File: src/rtl/irq_controller_pkg.sv
// Shared definitions for the priority interrupt controller: FSM encoding and
// default sizing constants.
package irq_controller_pkg;

    localparam int DEF_NUM_IRQ = 8;
    localparam int DEF_VEC_W   = 3;

    typedef enum logic [1:0] {
        ST_IDLE    = 2'd0,
        ST_REQ     = 2'd1,
        ST_SERVICE = 2'd2
    } irq_state_t;

endpackage

File: src/rtl/irq_controller_if.sv
// Signal bundle between the interrupt controller, its device sources and the
// core. The controller uses the master view; sources and core use the slave view.
interface irq_controller_if #(
    parameter int NUM_IRQ = 8,
    parameter int VEC_W   = 3
);
    logic [NUM_IRQ-1:0] irq_src;
    logic               nmi_src;
    logic               cpu_busy;
    logic               ina;
    logic               eoi;
    logic               mask_we;
    logic [NUM_IRQ-1:0] mask_wdata;
    logic               interrupt_r;
    logic               NON_maskable_interrupt;
    logic [VEC_W-1:0]   irq_vector;
    logic               in_service;
    logic [NUM_IRQ-1:0] pending;
    logic [NUM_IRQ-1:0] mask;

    modport master (
        input  irq_src, nmi_src, cpu_busy, ina, eoi, mask_we, mask_wdata,
        output interrupt_r, NON_maskable_interrupt, irq_vector, in_service,
               pending, mask
    );

    modport slave (
        output irq_src, nmi_src, cpu_busy, ina, eoi, mask_we, mask_wdata,
        input  interrupt_r, NON_maskable_interrupt, irq_vector, in_service,
               pending, mask
    );
endinterface

File: src/rtl/irq_controller_prio_enc.sv
// Find-first-set over the unmasked pending bits; index 0 has the highest priority.
module irq_prio_enc #(
    parameter int NUM_IRQ = 8,
    parameter int VEC_W   = 3
) (
    input  logic [NUM_IRQ-1:0] i_req,
    output logic               o_valid,
    output logic [VEC_W-1:0]   o_idx
);

    // NOTE: every output gets a default before the loop so no latch is inferred.
    always_comb begin
        o_valid = 1'b0;
        o_idx   = '0;
        // Scan downward so the lowest set index is the last one written.
        for (int i = NUM_IRQ - 1; i >= 0; i--) begin
            if (i_req[i]) begin
                o_valid = 1'b1;
                o_idx   = VEC_W'(i);
            end
        end
    end

endmodule

File: src/rtl/irq_controller.sv
// Priority interrupt controller feeding the multi-cycle MIPS core: edge-latched
// maskable sources with a REQ/SERVICE handshake, plus an independent NMI path.
module irq_controller
    import irq_controller_pkg::*;
#(
    parameter int                 NUM_IRQ    = DEF_NUM_IRQ,
    parameter int                 VEC_W      = DEF_VEC_W,
    parameter logic [NUM_IRQ-1:0] MASK_RESET = '0
) (
    input  logic        clock,
    input  logic        reset_n,
    irq_controller_if.master bus
);

    irq_state_t         r_state;
    irq_state_t         w_state_nxt;
    logic [NUM_IRQ-1:0] r_irq_d;
    logic [NUM_IRQ-1:0] r_pending;
    logic [NUM_IRQ-1:0] r_mask;
    logic [VEC_W-1:0]   r_vec;
    logic               r_nmi_d;
    logic               r_nmi_pending;

    logic [NUM_IRQ-1:0] w_irq_edge;
    logic [NUM_IRQ-1:0] w_clr;
    logic [NUM_IRQ-1:0] w_cand_req;
    logic [VEC_W-1:0]   w_cand_idx;
    logic [VEC_W-1:0]   w_vec_nxt;
    logic               w_cand_valid;
    logic               w_nmi_edge;
    logic               w_irq_ack;

    assign w_irq_edge = bus.irq_src & ~r_irq_d;
    assign w_nmi_edge = bus.nmi_src & ~r_nmi_d;
    assign w_cand_req = r_pending & ~r_mask;

    irq_prio_enc #(
        .NUM_IRQ (NUM_IRQ),
        .VEC_W   (VEC_W)
    ) u_prio_enc (
        .i_req   (w_cand_req),
        .o_valid (w_cand_valid),
        .o_idx   (w_cand_idx)
    );

    // While the NMI is raised it owns every ina, so the maskable FSM never sees it.
    always_comb begin
        w_state_nxt = r_state;
        w_vec_nxt   = r_vec;
        w_irq_ack   = 1'b0;
        case (r_state)
            ST_IDLE: begin
                if (w_cand_valid && !bus.cpu_busy && !r_nmi_pending) begin
                    w_state_nxt = ST_REQ;
                    w_vec_nxt   = w_cand_idx;
                end
            end
            ST_REQ: begin
                if (bus.ina && !r_nmi_pending) begin
                    w_irq_ack   = 1'b1;
                    w_state_nxt = ST_SERVICE;
                end else if (r_mask[r_vec]) begin
                    w_state_nxt = ST_IDLE;
                end
            end
            ST_SERVICE: begin
                if (bus.eoi) begin
                    w_state_nxt = ST_IDLE;
                end
            end
            default: w_state_nxt = ST_IDLE;
        endcase
    end

    assign w_clr = w_irq_ack ? (NUM_IRQ'(1) << r_vec) : '0;

    // NOTE: all state uses non-blocking assignment so every register samples pre-edge values.
    always_ff @(posedge clock or negedge reset_n) begin
        if (!reset_n) begin
            r_state       <= ST_IDLE;
            r_irq_d       <= '0;
            r_pending     <= '0;
            r_mask        <= MASK_RESET;
            r_vec         <= '0;
            r_nmi_d       <= 1'b0;
            r_nmi_pending <= 1'b0;
        end else begin
            r_state       <= w_state_nxt;
            r_vec         <= w_vec_nxt;
            r_irq_d       <= bus.irq_src;
            r_nmi_d       <= bus.nmi_src;
            // A fresh edge on the bit being acknowledged survives the clear.
            r_pending     <= (r_pending & ~w_clr) | w_irq_edge;
            r_nmi_pending <= w_nmi_edge | (r_nmi_pending & ~bus.ina);
            if (bus.mask_we) begin
                r_mask <= bus.mask_wdata;
            end
        end
    end

    assign bus.interrupt_r            = (r_state == ST_REQ);
    assign bus.in_service             = (r_state == ST_SERVICE);
    assign bus.NON_maskable_interrupt = r_nmi_pending;
    assign bus.irq_vector             = r_vec;
    assign bus.pending                = r_pending;
    assign bus.mask                   = r_mask;

endmodule
File: src/flat_wrapper.sv
// flat-port wrapper written by rule: the top's interface ports become plain ports
module irq_controller_flat import irq_controller_pkg::*;
#(
    parameter int                 NUM_IRQ    = DEF_NUM_IRQ,
    parameter int                 VEC_W      = DEF_VEC_W,
    parameter logic [NUM_IRQ-1:0] MASK_RESET = '0
)
  (clock, reset_n, bus_irq_src, bus_nmi_src, bus_cpu_busy, bus_ina, bus_eoi, bus_mask_we, bus_mask_wdata, bus_interrupt_r, bus_NON_maskable_interrupt, bus_irq_vector, bus_in_service, bus_pending, bus_mask);
  irq_controller_if #(.NUM_IRQ(NUM_IRQ), .VEC_W(VEC_W)) bus_i ();
  input  logic clock;
  input  logic reset_n;
  input wire logic [$bits(bus_i.irq_src)-1:0] bus_irq_src;
  input wire logic [$bits(bus_i.nmi_src)-1:0] bus_nmi_src;
  input wire logic [$bits(bus_i.cpu_busy)-1:0] bus_cpu_busy;
  input wire logic [$bits(bus_i.ina)-1:0] bus_ina;
  input wire logic [$bits(bus_i.eoi)-1:0] bus_eoi;
  input wire logic [$bits(bus_i.mask_we)-1:0] bus_mask_we;
  input wire logic [$bits(bus_i.mask_wdata)-1:0] bus_mask_wdata;
  output wire logic [$bits(bus_i.interrupt_r)-1:0] bus_interrupt_r;
  output wire logic [$bits(bus_i.NON_maskable_interrupt)-1:0] bus_NON_maskable_interrupt;
  output wire logic [$bits(bus_i.irq_vector)-1:0] bus_irq_vector;
  output wire logic [$bits(bus_i.in_service)-1:0] bus_in_service;
  output wire logic [$bits(bus_i.pending)-1:0] bus_pending;
  output wire logic [$bits(bus_i.mask)-1:0] bus_mask;
  assign bus_i.irq_src = bus_irq_src;
  assign bus_i.nmi_src = bus_nmi_src;
  assign bus_i.cpu_busy = bus_cpu_busy;
  assign bus_i.ina = bus_ina;
  assign bus_i.eoi = bus_eoi;
  assign bus_i.mask_we = bus_mask_we;
  assign bus_i.mask_wdata = bus_mask_wdata;
  assign bus_interrupt_r = bus_i.interrupt_r;
  assign bus_NON_maskable_interrupt = bus_i.NON_maskable_interrupt;
  assign bus_irq_vector = bus_i.irq_vector;
  assign bus_in_service = bus_i.in_service;
  assign bus_pending = bus_i.pending;
  assign bus_mask = bus_i.mask;
  irq_controller #(.NUM_IRQ(NUM_IRQ), .VEC_W(VEC_W), .MASK_RESET(MASK_RESET)) u_core (.clock(clock), .reset_n(reset_n), .bus(bus_i));
endmodule
File: config.mk
export PLATFORM = sky130hd
export DESIGN_NAME = irq_controller_flat
export DESIGN_NICKNAME = d
export VERILOG_FILES = /design/src/rtl/irq_controller_pkg.sv /design/src/rtl/irq_controller_if.sv /design/src/rtl/irq_controller_prio_enc.sv /design/src/rtl/irq_controller.sv /design/src/flat_wrapper.sv
export SDC_FILE = /design/constraint.sdc
export NUM_CORES = 1
export LEC_CHECK = 0
export BUFFER_PORTS_ARGS = -buffer_cell sky130_fd_sc_hd__buf_2
export CAP_MARGIN = 10
export CORE_ASPECT_RATIO = 1.1
export CORE_MARGIN = 5
export CORE_UTILIZATION = 39
export DETAILED_ROUTE_END_ITERATION = 10
export PLACE_DENSITY = 0.64
export SYNTH_ARGS = -nofsm -noshare
export SYNTH_HDL_FRONTEND = slang
export SYNTH_HIERARCHICAL = 1
export SYNTH_SLANG_ARGS = --single-unit
File: constraint.sdc
create_clock -name clock -period 1.9 [get_ports clock]
set_input_delay 0.38 -clock clock [delete_from_list [all_inputs] [get_ports clock]]
set_output_delay 0.38 -clock clock [all_outputs]
set_load 0.01 [all_outputs]
# [Yosys cells after proc, flatten, opt, wreduce, memory -nomap -nowiden]
# Index checks and enable logic that the tools add are counted.
[word_totals] mem_bits_ro=0 in_bits=23 latchBits=0 wordCells=60 ramBits=0 regBits=31 mem_count=0 output_inout_bits=22
[op_classes] n_lt_le_gt_ge=1 add_sub_neg=0 muxes=26 shifts=1 div_mod_pow=0 n_reduce_logical=8 mul=0 eq_ne=5 bitwise_logic=12
[op_table] op="8-bit bitwise AND" count=3
[op_table] op="3-bit 2-to-1 mux" count=8
[op_table] op="8-bit inverter" count=3
[op_table] op="1-bit 2-to-1 mux" count=11
[op_table] op="2-bit 2-to-1 mux" count=4
[op_table] op="8-bit 2-to-1 mux" count=1
[op_table] op="8-bit OR" count=1
[op_table] op="1-bit by 3-bit << shifter with 8-bit output, first input constant" count=1
[op_table] op="2-bit case mux with 3 select lines" count=1
[op_table] op="3-bit by 4-bit < comparator with 1-bit output, second input constant" count=1
[op_table] op="1-bit binary-select mux with 3-bit select" count=1
[op_table] op="1-bit logical AND" count=3
[op_table] op="3-bit by 1-bit != test with 1-bit output, second input constant" count=1
[op_table] op="3-bit AND reduction" count=1
[op_table] op="1-bit bitwise AND" count=2
[op_table] op="2-bit by 1-bit == test with 1-bit output, second input constant" count=1
[op_table] op="2-bit == test, second input constant" count=1
[op_table] op="1-bit logical NOT" count=2
[op_table] op="2-bit logical NOT" count=1
[op_table] op="2-bit by 1-bit != test with 1-bit output, second input constant" count=1
[op_table] op="2-bit != test, second input constant" count=1
[op_table] op="1-bit inverter" count=2
[op_table] op="2-bit AND reduction" count=1
[op_table] op="1-bit OR" count=1

# [Logic depth before layout (Yosys ltp)]
[logic_depth] word_depth=14 ltp_mapped=6 depth_no_buf=6

# [By module]
# Netlist, hierarchy kept.
[by_module_without_submodules] module="irq_controller" instances=1 area_per_inst_um2=1276.2 seq_area_each_um2=775.7 cells_each=105
[by_module_without_submodules] module="irq_prio_enc" instances=1 area_per_inst_um2=80.1 seq_area_each_um2=0.0 cells_each=13

# [Worst setup path after synthesis]
# Ideal clock, no wire load.
[synth_path] kind="register to register" startpoint="register u_core.r_pending[5], in the netlist u_core/bus.pending[5]" endpoint="register u_core.r_vec[0], in the netlist u_core/bus.irq_vector[0]" setup_time_ns=0.128 stages_incl_launch_ff=6 arrival_time_ns=1.428 slack_ns=0.345 cell_sequence="dfrtp_1 > nor2b_1 > nor4_1 > nand2_1 > and2_1 > mux2_1"
[synth_between] elab_chain_len=10
[synth_rtl] item="from (decl)" line="irq_controller.sv:18" text="logic [NUM_IRQ-1:0] r_pending;"
[synth_rtl] item="from (signal assigned)" line="irq_controller.sv:93" text="r_pending <= (r_pending & ~w_clr) | w_irq_edge;"
[synth_rtl] item="8-bit bitwise AND" line="irq_controller.sv:35" text="assign w_cand_req = r_pending & ~r_mask;"
[synth_rtl] item="via u_core.w_cand_req[5]" line="irq_controller.sv:26" text="logic [NUM_IRQ-1:0] w_cand_req;"
[synth_rtl] item="1-bit 2-to-1 mux (6 in a row)" line="irq_controller_prio_enc.sv:17" text="if (i_req[i]) begin"
[synth_rtl] item="via u_core.w_cand_valid" line="irq_controller.sv:29" text="logic w_cand_valid;"
[synth_rtl] item="1-bit logical AND (2 in a row)" line="irq_controller.sv:53" text="if (w_cand_valid && !bus.cpu_busy && !r_nmi_pending) begin"
[synth_rtl] item="2-bit AND reduction (no line)"
[synth_rtl] item="to (signal assigned)" line="irq_controller.sv:89" text="r_vec <= w_vec_nxt;"
[synth_rtl] item="to (decl)" line="irq_controller.sv:20" text="logic [VEC_W-1:0] r_vec;"
# The timed path passes the listed nets, and every way through them passes these cells.
# A chain may end at the register's enable or synchronous reset.

# [Worst setup path after layout]
[layout_path] startpoint="register u_core.r_pending[7], in the netlist u_core/bus.pending[7]" endpoint="register u_core.r_vec[0], in the netlist u_core/bus.irq_vector[0]"
[layout_between] elab_chain_len=12
[layout_rtl] item="8-bit bitwise AND" line="irq_controller.sv:35"
[layout_rtl] item="via u_core.w_cand_req[7]" line="irq_controller.sv:26"
[layout_rtl] item="1-bit 2-to-1 mux (8 in a row)" line="irq_controller_prio_enc.sv:17"
[layout_rtl] item="via u_core.w_cand_valid" line="irq_controller.sv:29"
[layout_rtl] item="1-bit logical AND (2 in a row)" line="irq_controller.sv:53"
[layout_rtl] item="2-bit AND reduction (no line)"
# The timed path passes the listed nets, and every way through them passes these cells.

==> flow_results.xml <==
<?xml version="1.0" encoding="UTF-8"?>
<metrics>
  <group name="power_and_ir_drop">
    <metric name="cellLeakagePower" unit="nW">0.788</metric>
    <metric name="sequentialPowerShare" unit="">0.488</metric>
    <metric name="cellPowerDensity" unit="mW/mm²">1030</metric>
    <metric name="switching_share" unit="">0.333</metric>
    <metric name="power_frac_clock" unit="">0.220</metric>
    <metric name="ir_drop" unit="V">0.000544</metric>
    <metric name="pwr-share-comb" unit="">0.292</metric>
    <metric name="switchingPower" unit="W">0.000581</metric>
    <metric name="p_int" unit="W">0.00116</metric>
  </group>
  <group name="yosys">
    <metric name="synthArstFlopShare" unit="">1.00</metric>
    <metric name="synth_top_cell_area_share" unit="">0.572</metric>
    <metric name="post_synth_most_frequent_cells" unit="">31 x sky130_fd_sc_hd__dfrtp_1, 14 x sky130_fd_sc_hd__inv_1, 14 x sky130_fd_sc_hd__o21ai_0</metric>
    <metric name="synth_edf_count" unit="">0</metric>
    <metric name="ys_types" unit="">27</metric>
    <metric name="seq_area_frac_synth" unit="">0.572</metric>
    <metric name="postSynthRegisterBits" unit="">31</metric>
    <metric name="synth.yosys.warnings" unit="">6</metric>
    <metric name="synthesis.instances" unit="">118</metric>
    <metric name="synth.most_common_cell" unit="">sky130_fd_sc_hd__dfrtp_1</metric>
    <metric name="yosys.area.top_type" unit="">sky130_fd_sc_hd__dfrtp_1</metric>
    <metric name="postSynth.topFlopCell" unit="">sky130_fd_sc_hd__dfrtp_1</metric>
    <metric name="synthTopCellsByArea" unit="">sky130_fd_sc_hd__dfrtp_1 57%, sky130_fd_sc_hd__mux2_2 7.5%, sky130_fd_sc_hd__nor2b_1 5.5%, sky130_fd_sc_hd__o21ai_0 5.2%, sky130_fd_sc_hd__inv_1 3.9%</metric>
    <metric name="syn-num-nets" unit="">141</metric>
    <metric name="mappedNetlistArea" unit="mm²">0.00136</metric>
    <metric name="synth.avg_cell_area" unit="µm²">11.5</metric>
  </group>
  <group name="worst_setup_path">
    <metric name="timing.critical_path.arrival" unit="ns">1.83</metric>
    <metric name="critPathKind" unit="">flip-flop to flip-flop</metric>
    <metric name="timing.critical_path.required" unit="ns">2.12</metric>
    <metric name="type_of_destination_of_the_critical_path" unit="">flip-flop</metric>
    <metric name="worst_setup_path_start_kind" unit="">flip-flop</metric>
    <metric name="worst-path-max-fanout" unit="">5</metric>
  </group>
  <group name="sta">
    <metric name="slew_violations" unit="">0</metric>
    <metric name="rsz0062_at_grt" unit="">no</metric>
    <metric name="finalSetupTns" unit="ns">0</metric>
    <metric name="final_period_minus_worst_setup_slack" unit="ns">1.61</metric>
    <metric name="report.final.hold_viol_count" unit="">0</metric>
    <metric name="timing.final.setup_violations" unit="">0</metric>
    <metric name="maxSlewHeadroom" unit="">0.553</metric>
    <metric name="period_share" unit="">0.845</metric>
    <metric name="clock.fmax" unit="MHz">623</metric>
    <metric name="fin_worst_skew" unit="ns">0.0120</metric>
    <metric name="worst_hold_slack" unit="ns">0.0776</metric>
    <metric name="least_margin_pin_slew" unit="ns">0.670</metric>
  </group>
  <group name="floorplanning">
    <metric name="rows" unit="">22</metric>
    <metric name="initial_core_util" unit="">0.404</metric>
    <metric name="pin_count" unit="">45</metric>
    <metric name="die_width" unit="µm">66.2</metric>
    <metric name="fp.dieH" unit="µm">71.9</metric>
    <metric name="core_region_area" unit="mm²">0.00336</metric>
    <metric name="dieArea" unit="mm²">0.00476</metric>
  </group>
  <group name="clock_tree">
    <metric name="path_clk_slew" unit="ns">0.10</metric>
    <metric name="post-cts-setup-buffer-count" unit="">0</metric>
    <metric name="tritoncts" unit="">yes</metric>
    <metric name="clock_path_buffers" unit="">2</metric>
    <metric name="cts.hold.buffers_added" unit="">0</metric>
    <metric name="numClockSinks" unit="">31</metric>
    <metric name="worstSkewPairLatency" unit="ns">0.33</metric>
    <metric name="cts_max_level" unit="">2</metric>
    <metric name="post_cts.resized_instances" unit="">0</metric>
    <metric name="cts_inserted_buffers" unit="">5</metric>
    <metric name="clock-root-buffer" unit="">sky130_fd_sc_hd__clkbuf_4</metric>
  </group>
  <group name="placed_design">
    <metric name="placed_cell_area" unit="mm²">0.00163</metric>
    <metric name="portBuffers" unit="">44</metric>
    <metric name="place_inst" unit="">209</metric>
    <metric name="gp_congestion" unit="">0.819</metric>
    <metric name="place_hpwl" unit="µm">2310</metric>
  </group>
  <group name="drt">
    <metric name="via_per_inst" unit="">4.86</metric>
    <metric name="firstDrtPassIters" unit="">4</metric>
    <metric name="wl_met3" unit="µm">285</metric>
    <metric name="drc" unit="">0</metric>
    <metric name="avgRoutedWirePerCell" unit="µm">14.1</metric>
    <metric name="detail_route.wirelength.met1" unit="µm">1170</metric>
    <metric name="route.met2.wl" unit="µm">1540</metric>
    <metric name="dr.max_layer_used" unit="">met4</metric>
    <metric name="drtAntennaViolNets" unit="">0</metric>
    <metric name="drt_first_iter_violations" unit="">23</metric>
    <metric name="vias" unit="">1050</metric>
    <metric name="postRouteWirelength" unit="µm">3040</metric>
  </group>
  <group name="finish">
    <metric name="antenna-diode-count" unit="">0</metric>
    <metric name="flow.area_growth_from_synthesis" unit="%">24.3</metric>
    <metric name="design_area" unit="mm²">0.00169</metric>
    <metric name="instances_no_fill" unit="">216</metric>
    <metric name="number_of_nets_in_the_finished_design" unit="">191</metric>
    <metric name="drive_gt1_frac" unit="">0.399</metric>
    <metric name="fillers" unit="">335</metric>
  </group>
  <group name="global_route">
    <metric name="globalRouteTotalUtil" unit="">0.146</metric>
    <metric name="gr-total-overflow" unit="">0</metric>
    <metric name="grt_first_pass_wirelength" unit="µm">5190</metric>
    <metric name="antenna_found_initial" unit="">0</metric>
    <metric name="largest_net_degree_at_the_start_of_global_routing" unit="">32</metric>
    <metric name="vias_in_the_first_global_route" unit="">1093</metric>
  </group>
  <group name="run_status">
    <metric name="run_status" unit="">complete, no violations</metric>
  </group>
  <group name="min_path">
    <metric name="holdCritPathClass" unit="">primary input to async pin</metric>
  </group>
  <group name="flow_run">
    <metric name="max_cap_violations" unit="">0</metric>
  </group>
</metrics>
kinds of logic after synthesis:
group,after synthesis,synth area share
buf+inv,16,0.0498
compound gates,28,0.131
flops,31,0.572
mux,14,0.120
simple gates,29,0.127
worst max-delay path, cell delays in order (launching register included):
cell and delay [ns]:
sky130_fd_sc_hd__dfrtp_1 0.40, sky130_fd_sc_hd__nor2b_1 0.16, sky130_fd_sc_hd__nor4_1 0.36, sky130_fd_sc_hd__nand2_1 0.08, sky130_fd_sc_hd__and2_1 0.19, sky130_fd_sc_hd__mux2_1 0.31
power groups by stage:
| stage | Sequential, W | Combinational [W] | Clock [W] |
|---|---|---|---|
| detailed placement | 0.000866 | 0.000512 | 0 |
| finish | 0.000850 | 0.000509 | 0.000384 |
| global route | 0.000873 | 0.000564 | 0.000440 |
| floorplan | 0.000868 | 0.000315 | 0 |
| CTS | 0.000851 | 0.000513 | 0.000401 |
| global placement | 0.000861 | 0.000504 | 0 |
stage by stage:
step            util  setup slack, ns  total power [W]
6_report       0.502            0.294          0.00174
5_1_grt        0.502            0.161          0.00188
4_1_cts        0.502            0.296          0.00177
3_5_place_dp   0.485            0.296          0.00138
3_3_place_gp   0.485            0.342          0.00136
2_1_floorplan      -            0.345          0.00118
final cells by class:
class / instances / area (µm²) / area share
Tap cell: 48 / 60.1 / 0.0356
Sequential cell: 31 / 776 / 0.460
Multi-Input combinational cell: 71 / 513 / 0.304
Timing Repair Buffer: 45 / 228 / 0.135
Inverter: 14 / 52.6 / 0.0312
Clock buffer: 6 / 51.3 / 0.0304
Clock inverter: 1 / 5.00 / 0.00297
layer usage:
metal | GRT usage | vias up
li1 | - | 505
met3 | 0.0627 | 4
met5 | 0 | -
met2 | 0.234 | 38
met1 | 0.174 | 503
met4 | 0.0542 | 0
worst paths after layout:
kind	start	end	slack, ns	cells after the start
max in group asynchronous	reset_n	u_core/bus.pending[3]	1.38	1
hold reg to reg	u_core/r_irq_d[2]	u_core/bus.pending[2]	0.40	1
hold / removal	reset_n	u_core/bus.mask[5]	0.08	1
min in group clock	bus_nmi_src	u_core/r_nmi_d	0.16	1
setup / recovery	u_core/bus.pending[7]	u_core/bus.irq_vector[0]	0.29	5
setup reg to reg	u_core/bus.pending[7]	u_core/bus.irq_vector[0]	0.29	5
state kept, by name, summed over array words and instances (netlist names):
register and count:
u_core/bus.mask 8, u_core/bus.pending 8, u_core/r_irq_d 8, u_core/bus.irq_vector 3, u_core/r_state 2, u_core/bus.NON_maskable_interrupt 1, u_core/r_nmi_d 1
cells in the final DEF, fill, tap and decap left out:
cell type and instances:
sky130_fd_sc_hd__buf_2 44, sky130_fd_sc_hd__dfrtp_1 31, sky130_fd_sc_hd__inv_1 14, sky130_fd_sc_hd__o21ai_0 14
sky130_fd_sc_hd__nor2b_1 12, sky130_fd_sc_hd__mux2_2 9, sky130_fd_sc_hd__nand2_1 6, sky130_fd_sc_hd__clkbuf_4 5
sky130_fd_sc_hd__nand2b_1 3, sky130_fd_sc_hd__o21ai_1 3, sky130_fd_sc_hd__o31ai_1 2, sky130_fd_sc_hd__nor4_1 2
sky130_fd_sc_hd__mux2_4 2, sky130_fd_sc_hd__a2111oi_2 2, sky130_fd_sc_hd__mux2i_1 2, sky130_fd_sc_hd__a21oi_1 2
sky130_fd_sc_hd__nor2_1 2, sky130_fd_sc_hd__clkinv_2 1, sky130_fd_sc_hd__clkbuf_8 1, sky130_fd_sc_hd__buf_4 1
sky130_fd_sc_hd__and4bb_2 1, sky130_fd_sc_hd__o22ai_1 1, sky130_fd_sc_hd__a21o_1 1, sky130_fd_sc_hd__and2_1 1
sky130_fd_sc_hd__mux2_1 1, sky130_fd_sc_hd__nand3_1 1, sky130_fd_sc_hd__a211oi_1 1, sky130_fd_sc_hd__o21bai_1 1
sky130_fd_sc_hd__o41ai_1 1, sky130_fd_sc_hd__nor4_2 1
No activity file was read; power rests on OpenSTA's default activity.
